$ cat src/rtl/gmii_xgmii_lane_packer.sv
// GMII byte stream to LANES-wide XGMII word packer (Start/Terminate/Idle framing, oversize drop).
// Optional: define GMII_ER_EN to replace receive-error bytes with the 0xFE error character.

// state  | meaning
// S_IDLE | between frames; each cycle writes Idle into the current lane
// S_DATA | frame in progress; bytes pass through as data
// S_DROP | frame exceeded max length; each cycle writes 0xFE until dv falls
module gmii_xgmii_lane_packer #(
  parameter int LANES               = 4,
  parameter int FRAME_MAX_BIT_WIDTH = 11
) (
  input  logic                 sys_clk,
  input  logic                 sys_rst,
  input  logic                 gmii_dv,
  input  logic                 gmii_er,
  input  logic [7:0]           gmii_rxd,
  output logic                 xgmii_valid,
  output logic [LANES-1:0]     xgmii_rxc,
  output logic [8*LANES-1:0]   xgmii_rxd,
  output logic [31:0]          frame_cnt,
  output logic                 oversize_err
);

  localparam int LW = (LANES > 1) ? $clog2(LANES) : 1;
  localparam int FW = FRAME_MAX_BIT_WIDTH;

  localparam logic [7:0] CH_IDLE  = 8'h07;
  localparam logic [7:0] CH_START = 8'hFB;
  localparam logic [7:0] CH_TERM  = 8'hFD;
  localparam logic [7:0] CH_ERR   = 8'hFE;

  localparam logic [LW-1:0]      LANE_LAST  = LW'(LANES - 1);
  // count value one short of the limit: the byte that lands on the limit trips oversize
  localparam logic [FW-1:0]      BYTE_LAST  = FW'((2 ** FW) - 2);
  localparam logic [8*LANES-1:0] IDLE_WORD  = {LANES{CH_IDLE}};
  localparam logic [8*LANES-1:0] START_WORD = {{(LANES-1){CH_IDLE}}, CH_START};

  typedef enum logic [1:0] {
    S_IDLE = 2'd0,
    S_DATA = 2'd1,
    S_DROP = 2'd2
  } state_t;

  state_t state, state_nxt;

  logic [LW-1:0]      lane_cnt;
  logic [FW-1:0]      byte_cnt;
  logic [8*LANES-1:0] acc_rxd;
  logic [LANES-1:0]   acc_rxc;

  logic [7:0]         wr_byte;
  logic               wr_ctl;
  logic               sof;
  logic               term;
  logic               data_wr;
  logic               ovf;
  logic               hit_max;
  logic               byte_err;
  logic               sof_flush;
  logic               word_done;
  logic [8*LANES-1:0] merge_rxd;
  logic [LANES-1:0]   merge_rxc;

`ifdef GMII_ER_EN
  assign byte_err = gmii_er;
`else
  logic unused_gmii_er;
  assign unused_gmii_er = gmii_er;
  assign byte_err       = 1'b0;
`endif

  assign hit_max = (byte_cnt == BYTE_LAST);

  always_ff @(posedge sys_clk) begin
    if (sys_rst) begin
      state <= S_IDLE;
    end else begin
      state <= state_nxt;
    end
  end

  always_comb begin
    state_nxt = state;
    case (state)
      S_IDLE: if (gmii_dv) state_nxt = S_DATA;
      S_DATA: begin
        if (!gmii_dv) begin
          state_nxt = S_IDLE;
        end else if (hit_max) begin
          state_nxt = S_DROP;
        end
      end
      S_DROP: if (!gmii_dv) state_nxt = S_IDLE;
      default: state_nxt = S_IDLE;
    endcase
  end

  always_comb begin
    wr_byte = CH_IDLE;
    wr_ctl  = 1'b1;
    sof     = 1'b0;
    term    = 1'b0;
    data_wr = 1'b0;
    ovf     = 1'b0;
    case (state)
      S_IDLE: begin
        if (gmii_dv) begin
          wr_byte = CH_START;
          sof     = 1'b1;
        end
      end
      S_DATA: begin
        if (gmii_dv) begin
          data_wr = 1'b1;
          ovf     = hit_max;
          if (byte_err) begin
            wr_byte = CH_ERR;
          end else begin
            wr_byte = gmii_rxd;
            wr_ctl  = 1'b0;
          end
        end else begin
          wr_byte = CH_TERM;
          term    = 1'b1;
        end
      end
      S_DROP: begin
        if (gmii_dv) begin
          wr_byte = CH_ERR;
        end else begin
          wr_byte = CH_TERM;
          term    = 1'b1;
        end
      end
      default: ;
    endcase
  end

  always_comb begin
    merge_rxd = acc_rxd;
    merge_rxc = acc_rxc;
    for (int k = 0; k < LANES; k++) begin
      if (lane_cnt == LW'(k)) begin
        merge_rxd[8*k +: 8] = wr_byte;
        merge_rxc[k]        = wr_ctl;
      end
    end
  end

  // SOF always restarts at lane 0; a partially filled word is pushed out as-is
  assign sof_flush = sof && (lane_cnt != '0);
  assign word_done = !sof && (lane_cnt == LANE_LAST);

  always_ff @(posedge sys_clk) begin
    if (sys_rst) begin
      lane_cnt     <= '0;
      byte_cnt     <= '0;
      acc_rxd      <= IDLE_WORD;
      acc_rxc      <= '1;
      xgmii_valid  <= 1'b0;
      xgmii_rxc    <= '1;
      xgmii_rxd    <= IDLE_WORD;
      frame_cnt    <= '0;
      oversize_err <= 1'b0;
    end else begin
      xgmii_valid  <= 1'b0;
      oversize_err <= ovf;

      if (term) begin
        frame_cnt <= frame_cnt + 32'd1;
      end

      if (sof) begin
        byte_cnt <= FW'(1);
      end else if (data_wr) begin
        byte_cnt <= byte_cnt + FW'(1);
      end

      if (sof) begin
        if (sof_flush) begin
          xgmii_valid <= 1'b1;
          xgmii_rxd   <= acc_rxd;
          xgmii_rxc   <= acc_rxc;
        end
        acc_rxd  <= START_WORD;
        acc_rxc  <= '1;
        lane_cnt <= LW'(1);
      end else if (word_done) begin
        xgmii_valid <= 1'b1;
        xgmii_rxd   <= merge_rxd;
        xgmii_rxc   <= merge_rxc;
        acc_rxd     <= IDLE_WORD;
        acc_rxc     <= '1;
        lane_cnt    <= '0;
      end else begin
        acc_rxd  <= merge_rxd;
        acc_rxc  <= merge_rxc;
        lane_cnt <= lane_cnt + LW'(1);
      end
    end
  end

endmodule

$ cat config.mk
export PLATFORM = sky130hd
export DESIGN_NAME = gmii_xgmii_lane_packer
export DESIGN_NICKNAME = d
export VERILOG_FILES = /design/src/rtl/gmii_xgmii_lane_packer.sv
export SDC_FILE = /design/constraint.sdc
export NUM_CORES = 1
export LEC_CHECK = 0
export ABC_AREA = 1
export BUFFER_PORTS_ARGS = -buffer_cell sky130_fd_sc_hd__buf_4
export CAP_MARGIN = 20
export CORE_UTILIZATION = 57
export DETAILED_ROUTE_END_ITERATION = 12
export PLACE_DENSITY = 0.77
export SYNTH_ARGS = -nofsm -noshare
export SYNTH_HDL_FRONTEND = slang
export SYNTH_SLANG_ARGS = --single-unit
$ cat constraint.sdc
create_clock -name sys_clk -period 2.09 [get_ports sys_clk]
set_input_delay 0.1045 -clock sys_clk [delete_from_list [all_inputs] [get_ports sys_clk]]
set_output_delay 0.1045 -clock sys_clk [all_outputs]
set_load 0.05 [all_outputs]
* Word-level counts from Yosys, hierarchy flattened
Index checks and enable logic that the tools add are counted.
Word-level totals: register bits 121, input port bits 12, output and inout port bits 70
Cells by class: $add $sub $neg 3, equality and inequality tests 10, multiplexer cells 38, bitwise logic cells 2, reduce and logical (&&, ||, !) cells 14
Operators by type and width (count):
- 2-to-1 mux 32 bit | 3
- 2-to-1 mux 8 bit | 8
- adder 32 x 1 -> 32 bit (second input constant) | 1
- one-hot mux 8 bit (3 select lines) | 1
- 2-to-1 mux 1 bit | 17
- 2-to-1 mux 4 bit | 3
- adder 11 x 1 -> 11 bit (second input constant) | 1
- == test 11 bit (second input constant) | 1
- 2-to-1 mux 2 bit | 5
- == test 2 bit (second input constant) | 3
- one-hot mux 2 bit (3 select lines) | 1
- nonzero test 2 bit | 3
- OR reduction 3 bit | 2
- == test 2 x 1 -> 1 bit (second input constant) | 2
- logical NOT 2 bit | 2
- != test 2 bit (second input constant) | 2
- OR reduction 2 bit | 2
- != test 3 bit (second input constant) | 1
- AND reduction 3 bit | 1
- adder 2 x 1 -> 2 bit (second input constant) | 1
- logical AND 1 bit | 2
- != test 2 x 1 -> 1 bit (second input constant) | 1
- NOT 1 bit | 2
- AND reduction 2 bit | 1
- logical NOT 1 bit | 1

* Longest topological paths before layout
word-level depth 6, gate-level depth with buffers 12, mapped depth without buffers 12

* Worst setup path before layout
Ideal clock, no wire load.
path type reg2reg, start register frame_cnt[1], end register frame_cnt[26], setup time 129 ps, data arrival time 1747 ps, data required time 1961 ps, path slack 214 ps, stages on the path, launching flop included 11, clock period less this slack 1876 ps, cell sequence dfxtp_1 > ha_1 > inv_1 > nor2_1 > nand4_1 > inv_1 > nand2_1 > nor2_1 > nand2_1 > nand2_1 > nor2_1
On the way: longest elaborated chain between the ends 1
RTL lines:
- start: declaration | line 20 | output logic [31:0] frame_cnt,
- start signal: assignment | line 170 | frame_cnt <= frame_cnt + 32'd1;
- adder 32 x 1 -> 32 bit | line 170
Every way passes these cells. A chain may end at the register's enable or synchronous reset.

* Final worst setup path
start register state[0], end register xgmii_rxd[4]
On the way: longest elaborated chain between the ends 6, elaborated cells between the ends (all ways) 14
RTL lines:
- start: declaration | line 44 | state_t state, state_nxt;
- start signal: assignment | line 78 | state <= state_nxt;
- branches (longest 6 deep; another with 2-to-1 mux 32 bit)
- end signal: assignment | line 182 | xgmii_rxd <= acc_rxd;
- end signal: assignment | line 190 | xgmii_rxd <= merge_rxd;
- end: declaration | line 19 | output logic [8*LANES-1:0] xgmii_rxd,
Several ways; the timed one is not identified. The select of a mux whose other input is x is not followed.

==> impl_metrics.ini <==
[outcome]
status = finished, final reports clean

[global_routing]
first_global_vias = 5012
grt_pass1_wl_mm = 22.94
use_met2 = 0.4979
grt.total_usage = 0.2875
grt_max_degree = 34
grt.overflow.total = 0
antenna_found_initial = 0
grtUsageMet3 = 0.07246
grt_use_met1 = 0.3363
top_usage_layer = met2

[timing]
worst_pin_slew_ps = 599.2
rsz0062_at_grt = no
finalSetupTns_ps = 0
finalSetupViolCount = 0
skew_ps = 6.556
fmax_ghz = 0.5148
hold_viol = 0
slew-limit-headroom = 0.6001
final_max_slew_viol_count = 0
fin_crit_sh = 0.9293
fin_crit_ps = 1942
fin_ws_ps = 147.7

[synth]
synth_xor_area_frac = 0.009286
yosysWarnings = 0
synth-seq-area-share = 0.4280
netlist_area_mm2 = 0.005659
syn_area_per_cell_um2 = 7.228
synth-compound-area-share = 0.1315
synth_mux_area_frac = 0
synth_adder_area_share = 0.02874
ys_types = 42
synth_cells = 783
synth-seq-cells = 121
synth-main-ff-cell = dfxtp_1
synthSimpleGateAreaFrac = 0.3137
synth_top_family_by_area = simple AND/OR/NAND/NOR gates
synth_edf_count = 0
async_flop_share = 0
synth_nets = 808

[min_path]
hold_path_class = in2reg
worstHoldPathCells = 5
whs_endpoint = acc_rxd[0]
hp-start = gmii_rxd[0]

[die]
initial_core_util = 0.5844
die_area_mm2 = 0.01033
rows = 36
die_width_um = 101.6
die_y_um = 101.6
pin_count = 82
core_area_mm2 = 0.009684

[detailed_routing]
via_per_inst = 5.327
ant_nets = 0
drt-total-wl_mm = 14.42
dr_total_vias = 5423
drt_iter0_markers = 243
drtPass1Iterations = 5
drcViolationCount = 0
wl_per_cell_um = 14.17

[critical_path]
crit_fanout = 12
regToRegStartpoint = state[0]
start_kind = flip-flop
reg2reg_to = xgmii_rxd[4]
cp_data_arrival_time_ps = 2420
crit_required_ps = 2560
cp-end-kind = flip-flop
rrSetupSlack_ps = 150
reg2reg_depth = 11
path_class = reg2reg

[clock_network]
numCtsBuffers = 17
clk_path_buf_depth = 2
cts-htree-levels = 4
cts_tree = built
cts-root-buf = clkbuf_8
clk_latency_ps = 530
clk_pin_slew_ps = 60
cts.sinks = 121

[finish]
num-fill-cells = 784
finish.utilization = 0.7249
final_cell_mix = nand2_1 (176), dfxtp_1 (120), buf_4 (95)
drive_gt1_frac = 0.1864
final_common_cell = nand2_1
area_delta_synth_final_pct = 24.05
nets = 897
final-seq-area_mm2 = 0.002424
multi_input_area_mm2 = 0.002738
num_antenna_cells = 0
fin_cells = 1018

[power]
pwr-share-comb = 0.163
peakVddDrop_uv = 553.4
p_switching_mw = 1.818
power_mw = 6.557
seqPwrFrac = 0.382
p_per_area_mw_per_mm2 = 934.0
intPower_mw = 4.739
p_leak_nw = 3.175
power_frac_clock = 0.455
p_sw_frac = 0.2772

[placed_design]
io_buffers = 80
dp_slack_ps = 178.5
dp_cells = 984
routabilityCongestion = 0.8836
post-dp-hpwl_mm = 9.806

[job]
maxCapViolCount = 0
## stage by stage
stage | hold slack, ps | instance area, um^2
2_1_floorplan | 278.5 | 5659
3_3_place_gp | 407.2 | 6395
3_5_place_dp | 410.7 | 6395
4_1_cts | 44.13 | 7017
5_1_grt | 82.15 | 7020
6_report | 51.97 | 7020
## worst max-delay path, stage by stage, from the launching register on
cell,delay [ps]
dfxtp_1,330
inv_1,140
ha_1,300
nand2_8,90
inv_6,140
nand2_4,70
nand2_4,160
nand2_2,100
inv_2,210
o21ai_0,140
a21o_1,170
nand2_1,50
## sequential cells by signal, summed over array words and instances (netlist names)
register and count:
frame_cnt 32, xgmii_rxc 4, acc_rxd 32, state 2
xgmii_rxd 32, acc_rxc 4, lane_cnt 2, oversize_err 1
xgmii_valid 1, byte_cnt 11
## logic make-up (layout without fill, tap and decap cells)
family | Yosys count | count (layout)
and+or+nand+nor | 389 | 389
AOI/OAI and AO/OA | 135 | 135
DFF | 121 | 121
buffers and inverters | 119 | 221
adders and majority gates | 13 | 13
xor gates and xnor gates | 6 | 6
## metal layers
layer / part of all wire / wire length [um]
met1: 0.42 / 6081
met2: 0.49 / 7062
met3: 0.058 / 830
met4: 0.031 / 448
met5: 0 / 0
## Yosys cell counts, types with 2 or more instances
master	number	area (um^2)
buf_1	2	7.510
a31oi_1	5	31.28
nand2_4	3	33.78
o21ai_0	58	290.3
nand2_1	176	660.6
nor2_8	2	40.04
nand2_2	4	25.02
nor2_1	93	349.1
nor2_2	10	62.56
o21a_1	2	15.01
o21bai_1	3	22.52
a21oi_2	2	17.52
dfxtp_1	121	2422
xnor2_1	2	17.52
or2_1	4	25.02
buf_2	7	35.03
a21oi_1	41	205.2
o221ai_1	4	35.03
nor3b_1	2	15.01
buf_6	4	45.04
inv_1	85	319.1
or2_2	3	18.77
o211ai_1	3	22.52
nand3_1	53	265.3
nand3_2	2	20.02
ha_1	13	162.7
xor2_1	4	35.03
nor2_4	5	56.30
o21ai_1	9	45.04
inv_4	3	18.77
clkbuf_1	13	48.80
a21o_1	8	60.06
inv_2	3	11.26
nand4_1	13	81.33
nor3_1	14	70.07
## power groups by stage
stage          Sequential, mW  Clock [mW]  Combinational, mW
3_5_place_dp             2.55           0               1.05
4_1_cts                  2.50        3.00               1.07
2_1_floorplan            2.78           0              0.524
5_1_grt                  2.51        3.13               1.15
3_3_place_gp             2.54           0               1.03
6_report                 2.50        2.98               1.07
## final cells by class
type                    count  area share
multi-input cells         543      0.3899
repair buffers             97      0.1044
flip-flops and latches    121      0.3452
inverters                  92     0.05097
clock buffers              23     0.06505
well taps                 133     0.02370
clock inverters             9     0.02067
## timing repair
action / in CTS / in global routing
gates resized for setup: 0 / 2
hold buffers: 2 / 0
hold endpoints to repair: 9 / 0
buffers inserted: 0 / 0
setup endpoints to repair: 0 / 2
## worst max-delay path by stage
stage                       from       endpoint  slack, ps  depth (start not counted)
floorplan           frame_cnt[1]  frame_cnt[26]        210                         10
global placement        state[1]  frame_cnt[22]        220                         11
detailed placement      state[0]   xgmii_rxd[4]        180                         11
CTS                     state[1]  frame_cnt[22]        150                         12
global route            state[0]  frame_cnt[22]         20                         12
finish                  state[0]   xgmii_rxd[4]        150                         11
Note: power is estimated with default switching activity, not from simulation.
